==> src/rtl/fifo_serial_tx.sv <==
// Fifo consumer that drains one word per async serial frame: start bit, DATA_W data bits
// LSB-first, stop bit. Every output is driven straight from a flop.
module fifo_serial_tx #(
  parameter int DATA_W       = 4,
  parameter int CLKS_PER_BIT = 4
) (
  input  logic              clk,
  input  logic              rst,
  input  logic              enable,
  input  logic              fifo_empty,
  input  logic [DATA_W-1:0] fifo_data,
  output logic              fifo_read,
  output logic              tx,
  output logic              busy,
  output logic              frame_done
);

  localparam int              IDX_W    = (DATA_W > 1) ? $clog2(DATA_W) : 1;
  localparam logic [15:0]     TC       = 16'(CLKS_PER_BIT - 1);
  localparam logic [IDX_W-1:0] LAST_BIT = IDX_W'(DATA_W - 1);

  typedef enum logic [2:0] {IDLE, FETCH, CAPTURE, START, DATA, STOP} state_t;

  state_t              state_q, state_d;
  logic [DATA_W-1:0]   shift_q, shift_d;
  logic [15:0]         timer_q, timer_d;
  logic [IDX_W-1:0]    bit_q, bit_d;
  logic                tx_q, tx_d;
  logic                read_q, read_d;
  logic                busy_q, busy_d;
  logic                done_q, done_d;
  logic                bit_end;

  always_comb begin
    state_d = state_q;
    shift_d = shift_q;
    timer_d = timer_q;
    bit_d   = bit_q;
    tx_d    = tx_q;
    read_d  = 1'b0;
    bit_end = (timer_q == TC);

    case (state_q)
      IDLE: begin
        tx_d    = 1'b1;
        timer_d = '0;
        bit_d   = '0;
        if (enable && !fifo_empty) begin
          state_d = FETCH;
          read_d  = 1'b1;
        end
      end
      // Fifo pops at the edge closing this state; its output is valid in CAPTURE.
      FETCH: state_d = CAPTURE;
      CAPTURE: begin
        shift_d = fifo_data;
        timer_d = '0;
        tx_d    = 1'b0;
        state_d = START;
      end
      START: begin
        if (bit_end) begin
          timer_d = '0;
          tx_d    = shift_q[0];
          state_d = DATA;
        end else begin
          timer_d = timer_q + 16'd1;
        end
      end
      DATA: begin
        if (bit_end) begin
          timer_d = '0;
          if (bit_q == LAST_BIT) begin
            tx_d    = 1'b1;
            state_d = STOP;
          end else begin
            bit_d   = bit_q + 1'b1;
            shift_d = shift_q >> 1;
            tx_d    = shift_d[0];
          end
        end else begin
          timer_d = timer_q + 16'd1;
        end
      end
      STOP: begin
        if (bit_end) begin
          timer_d = '0;
          state_d = IDLE;
        end else begin
          timer_d = timer_q + 16'd1;
        end
      end
      default: state_d = IDLE;
    endcase

    // Registered flags look ahead at the next state so they line up with it.
    busy_d = (state_d != IDLE);
    done_d = (state_d == STOP) && (timer_d == TC);
  end

  always_ff @(posedge clk or posedge rst) begin
    if (rst) begin
      state_q <= IDLE;
      shift_q <= '0;
      timer_q <= '0;
      bit_q   <= '0;
      tx_q    <= 1'b1;
      read_q  <= 1'b0;
      busy_q  <= 1'b0;
      done_q  <= 1'b0;
    end else begin
      state_q <= state_d;
      shift_q <= shift_d;
      timer_q <= timer_d;
      bit_q   <= bit_d;
      tx_q    <= tx_d;
      read_q  <= read_d;
      busy_q  <= busy_d;
      done_q  <= done_d;
    end
  end

  assign fifo_read  = read_q;
  assign tx         = tx_q;
  assign busy       = busy_q;
  assign frame_done = done_q;

endmodule

==> config.mk <==
export PLATFORM = sky130hd
export DESIGN_NAME = fifo_serial_tx
export DESIGN_NICKNAME = d
export VERILOG_FILES = /design/src/rtl/fifo_serial_tx.sv
export SDC_FILE = /design/constraint.sdc
export NUM_CORES = 1
export LEC_CHECK = 0
export ABC_AREA = 1
export CAP_MARGIN = 40
export CORE_MARGIN = 2
export CORE_UTILIZATION = 40
export CTS_BUF_LIST = sky130_fd_sc_hd__clkbuf_8
export DETAILED_ROUTE_END_ITERATION = 16
export SYNTH_ARGS = -nofsm -noshare
export SYNTH_HDL_FRONTEND = slang
export SYNTH_SLANG_ARGS = --single-unit
export TNS_END_PERCENT = 20
==> constraint.sdc <==
create_clock -name clk -period 4.9 [get_ports clk]
set_input_delay 0.735 -clock clk [delete_from_list [all_inputs] [get_ports clk]]
set_output_delay 0.735 -clock clk [all_outputs]
set_load 0.05 [all_outputs]
======== Word level (Yosys, flattened, before mapping) ========
Index checks and enable logic that the tools add are counted.
storage, ports and cells
  output and inout bits ................... 4
  input port bits ......................... 8
  register bits after elaboration ......... 29
operators by class
  reduce and logical (&&, ||, !) cells .... 13
  equal/unequal tests ..................... 12
  add/sub/neg operators ................... 2
  mux-type cells .......................... 20
operators with widths
  cell                     count
  $eq A16 B2 Y1 const B    2
  $pmux W16 S2             1
  $pmux W3 S6              1
  $add A16 B1 Y16 const B  1
  $mux W16                 1
  $mux W3                  5
  $eq A3 B3 Y1 const B     3
  $reduce_and A3 Y1        3
  $mux W4                  2
  $pmux W4 S2              1
  $eq A3 B2 Y1 const B     2
  $ne A2 B2 Y1 const B     3
  $mux W1                  5
  $mux W2                  2
  $pmux W1 S4              1
  $pmux W2 S2              1
  $reduce_bool A2 Y1       2
  $reduce_bool A4 Y1       1
  $eq A3 B1 Y1 const B     1
  $logic_not A3 Y1         1
  $reduce_bool A3 Y1       1
  $reduce_or A3 Y1         1
  $add A2 B1 Y2 const B    1
  $eq A2 B2 Y1 const B     1
  other kinds (3)          4

======== Depth between registers and ports, before layout ========
Gate-level depths: netlist (run 1).
  depth after elaboration ................. 6
  depth in mapped cells ................... 14
  mapped depth without buffers ............ 14

======== Worst setup path after synthesis (run 1) ========
OpenSTA, ideal clock, no wires.
  kind .................................... reg2reg
  from .................................... reg timer_q[0]
  to ...................................... reg busy_q, in the netlist busy
  required time ........................... 4769 ps
  stages on the path, launching flop included .. 12
  library setup time ...................... 131 ps
  path slack .............................. 3276 ps
  arrival time ............................ 1492 ps
  path through ............................ dfrtp_1 ha_1 inv_1 nor2_1 nand2_1 nor2_1 nand2_1 nand2_1 nand2_1 inv_1 nand2_1 or3_1
on the way
  cells in the longest elaborated chain, start to end .. 4
  elaborated cells on any way between the ends .. 6
ends and longest elaborated chain
  what                        RTL line    text
  start: declaration          26          logic [15:0] timer_q, timer_d;
  start signal: assignment    114         timer_q <= timer_d;
  $eq A16 B2 Y1 *             41          bit_end = (timer_q == TC);
  $mux W3 (on tied branches)  86, 62, 71
  $pmux W3 S6 *               43          case (state_q)
  net state_d[0]              24          state_t state_q, state_d;
  $reduce_bool A3 Y1 *        97          busy_d = (state_d != IDLE);
  net busy_d                  30          logic busy_q, busy_d;
  end signal: assignment      118         busy_q <= busy_d;
  end: declaration            30
Mark *: on every way through the listed nets, which the timed path passes. The rest lies on a longest branch.
A chain may end at the register's enable or synchronous reset.

======== Final worst setup path (run 1) ========
  from .................................... reg tx_q, in the netlist tx
  to ...................................... out tx
RTL lines
  what                      RTL line  text
  start: declaration        28        logic tx_q, tx_d;
  start signal: assignment  116       tx_q <= tx_d;
  end: declaration          13        output logic tx,
No word-level cell between the ends.

==> impl_metrics.tcl, run 1 <==
set metrics [dict create \
    run_status "complete, no violations" \
    dr_total_vias 1697 \
    postSynth.topFlopCell "dfrtp_1" \
    clk_pin_slew_ps 60 \
    path_cells "clkdlybuf4s50_1" \
    timing.hold.worst_path_depth 2 \
    netlist_top_cells_area "dfrtp_1, nand2_1, nand3_1" \
    synth_largest_area_cell "dfrtp_1" \
    placement.cell_area_um2 2020 \
    crit_buf_inv 1 \
    cts_post_setup_buffers_inserted 0 \
    first_global_vias 1733 \
    synthCells 268 \
    mappedNetlistArea_um2 1870 \
    worst_ep_arrival_time_ps 1600 \
    clock_sink_count 29 \
    regToRegStartpoint "state_q[2]" \
    insertion_delay_ps 290 \
    die_w_um 72.4 \
    drc_errors 0 \
    totalPowerFinal_mw 0.899 \
    asyncSetResetFlopFracSynth 1.00 \
    start_util 0.421 \
    drt-total-wl_um 4290 \
    drtIter0Drc 85 \
    critical_path_class "register to output port" \
    yosysWarningCount 0 \
    drive_gt1_frac 0.106 \
    core_region_area_um2 4440 \
    ioPinCount 12 \
    initial_antenna_violation_count 0 \
    design.die.area_um2 5250 \
    synth_nets 278 \
    synth_enable_flop_cells 0 \
    ff2ff_setup_slack_ps 2970 \
    setup.worst_path.end_class "output port" \
    max_clock_freq_mhz 428 \
    crit_path_max_fanout 2 \
    synthesis.area_per_instance_um2 6.99 \
    synth_top_area_frac 0.374 \
    grt_remaining_overflow 0 \
    first_pass_iters 4 \
    slowest_delay_ps 790 \
    final.setup_skew_ps 6.52 \
    grt_start_max_net_pins 30 \
    critical-path-top-delay-family "buffers and inverters" \
    cts.repair.resized 0 \
    cts_buffer_depth 2 \
    numCtsBuffers 5 \
    p_leak_nw 1.03 \
    finish.net_count 293 \
    finalSetupViolations 0 \
    dp_worst_setup_slack_ps 2870 \
    clockRootBuffer "clkbuf_8" \
    timing.final.hold_violations 0 \
    cap_violations 0 \
    startpoint_type_of_the_worst_setup_path "register" \
    chipHeight_um 72.4 \
    synth-seq-area-share 0.388 \
    cts_max_level 2 \
    timing.hold.worst.class "register to register" \
    synth_seq_cells 29 \
    max_slew_margin 0.659 \
    critical_path.slowest_cell "clkdlybuf4s50_1" \
    worst_slew_pin_slew_ps 509 \
    fin_setup_tns_ps 0 \
    antennaDiodeCount 0 \
    final-max-slew-violation-count 0 \
    worst_ir_drop_vdd_mv 0.277 \
    syn_to_final_growth_pct 12.5 \
    filler_cell_count 447 \
    grt.total_usage 0.193 \
    port_buffers 11 \
    fin_ws_ps 2570 \
    hp-start "tx" \
    place_congestion 0.876 \
    critPathLaunch "tx" \
    period_share 0.476 \
    final_antenna_net_count 0 \
    placement_rows 24 \
    yosys.cell_types.count 35 \
    post-route-min-period_ps 2330 \
    worst_r2r_path_depth 9 \
    design_area_um2 2110 \
    routedWlPerCell_um 12.8 \
    hpwlAfterDp_um 3250 \
    global_route_wire_length_before_repair_um 7760 \
    tritoncts "done" \
    rsz0062_at_grt "false" \
    r2r_end "frame_done" \
    detail_route.vias_per_cell 5.05 \
    worst_hold_path.endpoint "tx" \
    post_cts_hold_buffer_count 0 \
    timing.critical_path.required_ps 4160 \
    pwr_cell_area_nw_per_um2 427 \
]
## per-layer routing
layer,routed length (um),track usage,vias up,share of wire
met5,0,0,-,0
met4,41,0.0741,0,0.0096
met3,248,0.0444,5,0.058
met2,1900,0.302,44,0.44
met1,2100,0.260,753,0.49
li1,-,-,895,-
## where the power goes
| part | switching [mW] | internal, mW | total [mW] |
|---|---|---|---|
| logic | 0.248 | 0.122 | 0.370 |
| clock network | 0.0999 | 0.0978 | 0.198 |
| registers | 0.0427 | 0.289 | 0.331 |
| total | 0.391 | 0.508 | 0.899 |
## worst max-delay path by stage
stage | to | slack (ps) | depth (start not counted)
finish | tx | 2570 | 1
global route | tx | 2530 | 1
CTS | tx | 2550 | 1
detailed placement | tx | 2870 | 1
global placement | tx | 2870 | 1
floorplan | busy | 3280 | 11
## cells in the mapped netlist (2+ instances only)
| cell | count |
|---|---|
| nor2_2 | 5 |
| nor2_4 | 2 |
| o21ai_1 | 2 |
| a21o_1 | 2 |
| o21bai_1 | 2 |
| ha_1 | 2 |
| nand2_1 | 80 |
| nand4_1 | 5 |
| a21oi_1 | 3 |
| nor2_1 | 40 |
| nand3_1 | 34 |
| nor3_1 | 4 |
| inv_2 | 4 |
| o211ai_1 | 2 |
| buf_6 | 2 |
| nand2_2 | 2 |
| dfrtp_1 | 28 |
| inv_1 | 26 |
| o21ai_0 | 7 |
## sequential cells by signal, indices dropped and copies added (netlist names)
name,count
tx,1
fifo_read,1
timer_q,16
shift_q,4
busy,1
state_q,3
frame_done,1
bit_q,2
## area by class of cell
class / instances / area, um2 / share of cell area
well taps: 52 / 65.1 / 0.0309
flip-flops and latches: 29 / 727 / 0.345
inverters: 31 / 116 / 0.0552
clock buffers: 5 / 68.8 / 0.0327
repair buffers: 12 / 118 / 0.0558
clock inverters: 3 / 17.5 / 0.00831
multi-input cells: 204 / 995 / 0.472
## cell usage in the layout (no fill, tap or decap), types with 2 or more instances in the layout
cell type / Yosys / layout
nand2_1: 80 / 80
nand4_1: 5 / 5
nor3_1: 4 / 4
a21o_1: 2 / 2
o21ai_1: 2 / 2
ha_1: 2 / 2
nor2_1: 40 / 40
clkbuf_8: 0 / 5
nand2_2: 2 / 2
o21bai_1: 2 / 2
a21oi_1: 3 / 3
inv_2: 4 / 4
nor2_2: 5 / 5
clkdlybuf4s50_1: 0 / 11
clkinv_2: 0 / 2
nand3_1: 34 / 34
o21ai_0: 7 / 7
o211ai_1: 2 / 2
inv_1: 26 / 26
nor2_4: 2 / 2
dfrtp_1: 28 / 28
## through the flow
| step | hold WS, ps | util | cells |
|---|---|---|---|
| 5_1_grt | 539 | 0.474 | 336 |
| 2_1_floorplan | 457 | - | 268 |
| 4_1_cts | 513 | 0.474 | 336 |
| 3_5_place_dp | 499 | 0.455 | 328 |
| 6_report | 501 | 0.474 | 336 |
| 3_3_place_gp | 480 | 0.455 | 328 |
## cells by family after synthesis
kind of cell,after synthesis,share of synthesized area
and+or+nand+nor,176,0.413
buffers and inverters,35,0.0808
DFF,29,0.388
AOI/OAI and AO/OA,26,0.105
adders and majority gates,2,0.0134
Note: power is estimated with default switching activity, not from simulation.
==> run 2: changes to the inputs <==
==> constraint.sdc (replaced) <==
create_clock -name clk -period 2.11 [get_ports clk]
set_input_delay 0.3165 -clock clk [delete_from_list [all_inputs] [get_ports clk]]
set_output_delay 0.3165 -clock clk [all_outputs]
set_load 0.05 [all_outputs]
==> impl_metrics.tcl, run 2 (synthesis results as in run 1) <==
set metrics [dict create \
    critical-path-top-delay-family "buffers and inverters" \
    internal_power_mw 1.25 \
    slowest_delay_ps 800 \
    startpoint_type_of_the_worst_setup_path "register" \
    timing.final.hold_violations 0 \
    post-route-min-period_ps 1930 \
    cts_buffer_depth 2 \
    utilization 0.483 \
    clk_pin_slew_ps 60 \
    timing.critical_path.required_ps 1790 \
    crit_buf_inv 1 \
    grt.total_usage 0.183 \
    rsz0062_at_grt "false" \
    drc_errors 0 \
    numCtsBuffers 5 \
    worst_slew_pin_slew_ps 507 \
    pwr_cell_area_nw_per_um2 1000 \
    mostFrequentLayoutCells "nand2_1, nor2_1, nand3_1, dfrtp_1, inv_1" \
    design_area_um2 2150 \
    timing.hold.worst.class "input pin to asynchronous set/reset pin" \
    p_sw_mw 0.907 \
    drive_gt1_frac 0.115 \
    chipHeight_um 72.4 \
    detail_route.vias_per_cell 4.92 \
    cap_violations 0 \
    dp_worst_setup_slack_ps 218 \
    initial_antenna_violation_count 0 \
    design.die.area_um2 5250 \
    fin_setup_tns_ps 0 \
    cts_max_level 2 \
    ioPinCount 12 \
    final_common_cell "nand2_1" \
    p_leak_nw 1.06 \
    tritoncts "done" \
    first_global_vias 1564 \
    max_clock_freq_mhz 518 \
    final.setup_skew_ps 3.61 \
    path_cells "clkdlybuf4s50_1" \
    clkPwrFrac 0.203 \
    die_w_um 72.4 \
    post_cts_hold_buffer_count 0 \
    setup.worst_path.end_class "output port" \
    drtIter0Drc 175 \
    crit_path_max_fanout 2 \
    finalSetupViolations 0 \
    first_pass_iters 4 \
    worst_ep_arrival_time_ps 1620 \
    combinationalPowerShare 0.440 \
    placement.cell_area_um2 2030 \
    critical_path_class "register to output port" \
    power.share.switching 0.421 \
    largest_registers "timer_q (16), shift_q (4), state_q (3)" \
    dr_total_vias 1673 \
    grt_remaining_overflow 0 \
    sequentialPowerShare 0.357 \
    number_of_flip_flops_under_the_largest_register_name 16 \
    grt_start_max_net_pins 30 \
    clock_sink_count 29 \
    routedWlPerCell_um 12.6 \
    drt-total-wl_um 4290 \
    clockRootBuffer "clkbuf_8" \
    syn_to_final_growth_pct 14.6 \
    insertion_delay_ps 280 \
    antennaDiodeCount 0 \
    placement_rows 24 \
    start_util 0.421 \
    final-max-slew-violation-count 0 \
    filler_cell_count 451 \
    hpwlAfterDp_um 3220 \
    final_antenna_net_count 0 \
    max_slew_margin 0.661 \
    port_buffers 11 \
    finish.net_count 297 \
    run_status "complete, no violations" \
    critical_path.slowest_cell "clkdlybuf4s50_1" \
    period_share 0.916 \
    global_route_wire_length_before_repair_um 7390 \
    place_congestion 0.897 \
    largest-register "timer_q" \
    worst_ir_drop_vdd_mv 0.475 \
    core_region_area_um2 4440 \
    fin_ws_ps 178 \
]
==> run 2: cell count changes in the layout (fill, tap and decap cells not counted), sizes merged <==
cell,change
clkinvlp,-1
buf,+4
inv,+1
==> run 2: metrics by stage <==
stage / hold WS (ps) / std cells / power (mW)
global route: 443 / 340 / 2.34
global placement: 478 / 329 / 1.67
finish: 401 / 340 / 2.15
floorplan: 394 / 268 / 1.48
detailed placement: 481 / 329 / 1.66
CTS: 418 / 337 / 2.11
==> run 2: power groups by stage <==
stage                     sequential (mW)  combinational, mW  clock [mW]
final                               0.769              0.947       0.438
after global routing                0.783               1.07       0.482
after CTS                           0.767              0.891       0.453
after detailed placement            0.776              0.885           0
after global placement              0.776              0.892           0
after floorplan                     0.806              0.672           0
==> run 2: cell type report <==
class / count / area [um2] / share of cell area
Multi-Input combinational cell: 204 / 995 / 0.464
Sequential cell: 29 / 727 / 0.339
Timing Repair Buffer: 16 / 160 / 0.0746
Inverter: 31 / 116 / 0.0542
Clock buffer: 5 / 68.8 / 0.0321
Tap cell: 52 / 65.1 / 0.0303
Clock inverter: 3 / 13.8 / 0.00641
==> run 2: worst paths after layout <==
path | slack [ps] | to | cells after the start | startpoint
setup / recovery | 180 | tx | 1 | tx
hold / removal | 400 | timer_q[9] | 3 | rst
setup reg to reg | 240 | busy | 9 | timer_q[1]
hold reg to reg | 490 | tx | 2 | tx
max in group asynchronous | 1390 | tx | 3 | rst
min in group clk | 490 | tx | 2 | tx
==> run 2: layer usage <==
metal / up-vias / GRT usage / part of all wire
li1: 899 / - / -
met5: - / 0 / 0
met3: 6 / 0.0375 / 0.052
met4: 0 / 0.0556 / 0.014
met1: 729 / 0.277 / 0.52
met2: 39 / 0.263 / 0.41
==> run 2: what timing repair did <==
| item | CTS | global route |
|---|---|---|
| buffers inserted | 0 | 3 |
| endpoints found under the setup margin | 0 | 1 |
| gates resized for setup | 0 | 0 |
==> run 3: changes to the inputs <==
--- a/config.mk
+++ b/config.mk
@@ -9,7 +9,6 @@
 export CAP_MARGIN = 40
 export CORE_MARGIN = 2
 export CORE_UTILIZATION = 40
-export CTS_BUF_LIST = sky130_fd_sc_hd__clkbuf_8
 export DETAILED_ROUTE_END_ITERATION = 16
 export SYNTH_ARGS = -nofsm -noshare
 export SYNTH_HDL_FRONTEND = slang
==> impl_metrics.tcl, run 3 (synthesis results as in run 1) <==
set metrics [dict create \
    run_status "complete, no violations" \
    internal_power_mw 1.25 \
    final_common_cell "nand2_1" \
    antennaDiodeCount 0 \
    startpoint_type_of_the_worst_setup_path "register" \
    finish.net_count 297 \
    tritoncts "done" \
    worst_slew_pin_slew_ps 507 \
    post_cts_hold_buffer_count 0 \
    initial_antenna_violation_count 0 \
    number_of_flip_flops_under_the_largest_register_name 16 \
    first_pass_iters 4 \
    start_util 0.421 \
    clock_sink_count 29 \
    finalSetupViolations 0 \
    detail_route.vias_per_cell 4.91 \
    combinationalPowerShare 0.439 \
    design.die.area_um2 5250 \
    fin_ws_ps 178 \
    worst_ep_arrival_time_ps 1620 \
    core_region_area_um2 4440 \
    final-max-slew-violation-count 0 \
    final_antenna_net_count 0 \
    syn_to_final_growth_pct 14.6 \
    clk_pin_slew_ps 60 \
    first_global_vias 1564 \
    insertion_delay_ps 280 \
    clockRootBuffer "clkbuf_8" \
    pwr_cell_area_nw_per_um2 1000 \
    slowest_delay_ps 800 \
    regToRegStartpoint "timer_q[1]" \
    mostFrequentLayoutCells "nand2_1, nor2_1, nand3_1, dfrtp_1, inv_1" \
    critical_path_class "register to output port" \
    p_sw_mw 0.906 \
    critical_path.slowest_cell "clkdlybuf4s50_1" \
    placement_rows 24 \
    path_cells "clkdlybuf4s50_1" \
    grt.total_usage 0.183 \
    p_leak_nw 1.06 \
    fin_setup_tns_ps 0 \
    dr_total_vias 1670 \
    crit_path_max_fanout 2 \
    critPathLaunch "tx" \
    worst_ir_drop_vdd_mv 0.475 \
    period_share 0.916 \
    cts_buffer_depth 2 \
    cap_violations 0 \
    dp_worst_setup_slack_ps 218 \
    max_clock_freq_mhz 518 \
    routedWlPerCell_um 12.6 \
    post-route-min-period_ps 1930 \
    placement.cell_area_um2 2030 \
    grt_remaining_overflow 0 \
    place_congestion 0.897 \
    largest_registers "timer_q (16), shift_q (4), state_q (3)" \
    timing.final.hold_violations 0 \
    max_slew_margin 0.661 \
    final.setup_skew_ps 3.35 \
    die_w_um 72.4 \
    port_buffers 11 \
    drt-total-wl_um 4290 \
    drc_errors 0 \
    holdWs_ps 402 \
    ioPinCount 12 \
    sequentialPowerShare 0.356 \
    crit_buf_inv 1 \
    timing.hold.worst.class "input pin to asynchronous set/reset pin" \
    setup.worst_path.end_class "output port" \
    rsz0062_at_grt "false" \
    design_area_um2 2150 \
    critical-path-top-delay-family "buffers and inverters" \
    drive_gt1_frac 0.115 \
    hpwlAfterDp_um 3220 \
    largest-register "timer_q" \
    chipHeight_um 72.4 \
    global_route_wire_length_before_repair_um 7390 \
    filler_cell_count 451 \
    grt_start_max_net_pins 30 \
    drtIter0Drc 175 \
    cts_max_level 2 \
    clkPwrFrac 0.205 \
    power.share.switching 0.420 \
    timing.critical_path.required_ps 1790 \
    numCtsBuffers 5 \
]
## run 3: cell count changes in the layout (fill, tap and decap cells not counted)
| cell | change |
|---|---|
| clkbuf_1 | +1 |
| inv_1 | -1 |
## run 3: power groups by stage
stage | sequential [mW] | combinational [mW] | clock, mW
3_3_place_gp | 0.776 | 0.892 | 0
2_1_floorplan | 0.806 | 0.672 | 0
6_report | 0.769 | 0.946 | 0.442
4_1_cts | 0.767 | 0.891 | 0.457
5_1_grt | 0.783 | 1.07 | 0.487
3_5_place_dp | 0.776 | 0.885 | 0
## run 3: metal layers
metal	share of wire	vias to the layer above	GRT usage
met5	0	-	0
met4	0.014	0	0.0556
met3	0.043	6	0.0375
met2	0.42	33	0.263
met1	0.53	732	0.277
li1	-	899	-
## run 3: per-stage QoR
| step | utilization | total power, mW | cells |
|---|---|---|---|
| 2_1_floorplan | - | 1.48 | 268 |
| 3_5_place_dp | 0.456 | 1.66 | 329 |
| 6_report | 0.483 | 2.16 | 340 |
| 4_1_cts | 0.475 | 2.12 | 337 |
| 3_3_place_gp | 0.456 | 1.67 | 329 |
| 5_1_grt | 0.483 | 2.34 | 340 |
## run 3: final cells by class
cell class                 count  area, um2  area share
clock buffer                   6       72.6      0.0338
clock inverter                 2       10.0     0.00466
inverter                      31        116      0.0542
multi-input combinational    204        995       0.464
sequential                    29        727       0.339
tap                           52       65.1      0.0303
timing repair buffer          16        160      0.0746
## run 3: worst paths after layout
path	cells after the start	slack [ps]	end
max	1	180	tx
min	3	400	timer_q[9]
max reg2reg	9	240	busy
min reg2reg	2	490	tx
max in group asynchronous	3	1390	tx
min in group clk	2	490	tx
## run 3: what timing repair did
item,4_1_cts,5_1_grt
resized for setup,0,0
endpoints found under the setup margin,0,1
setup buffers,0,3
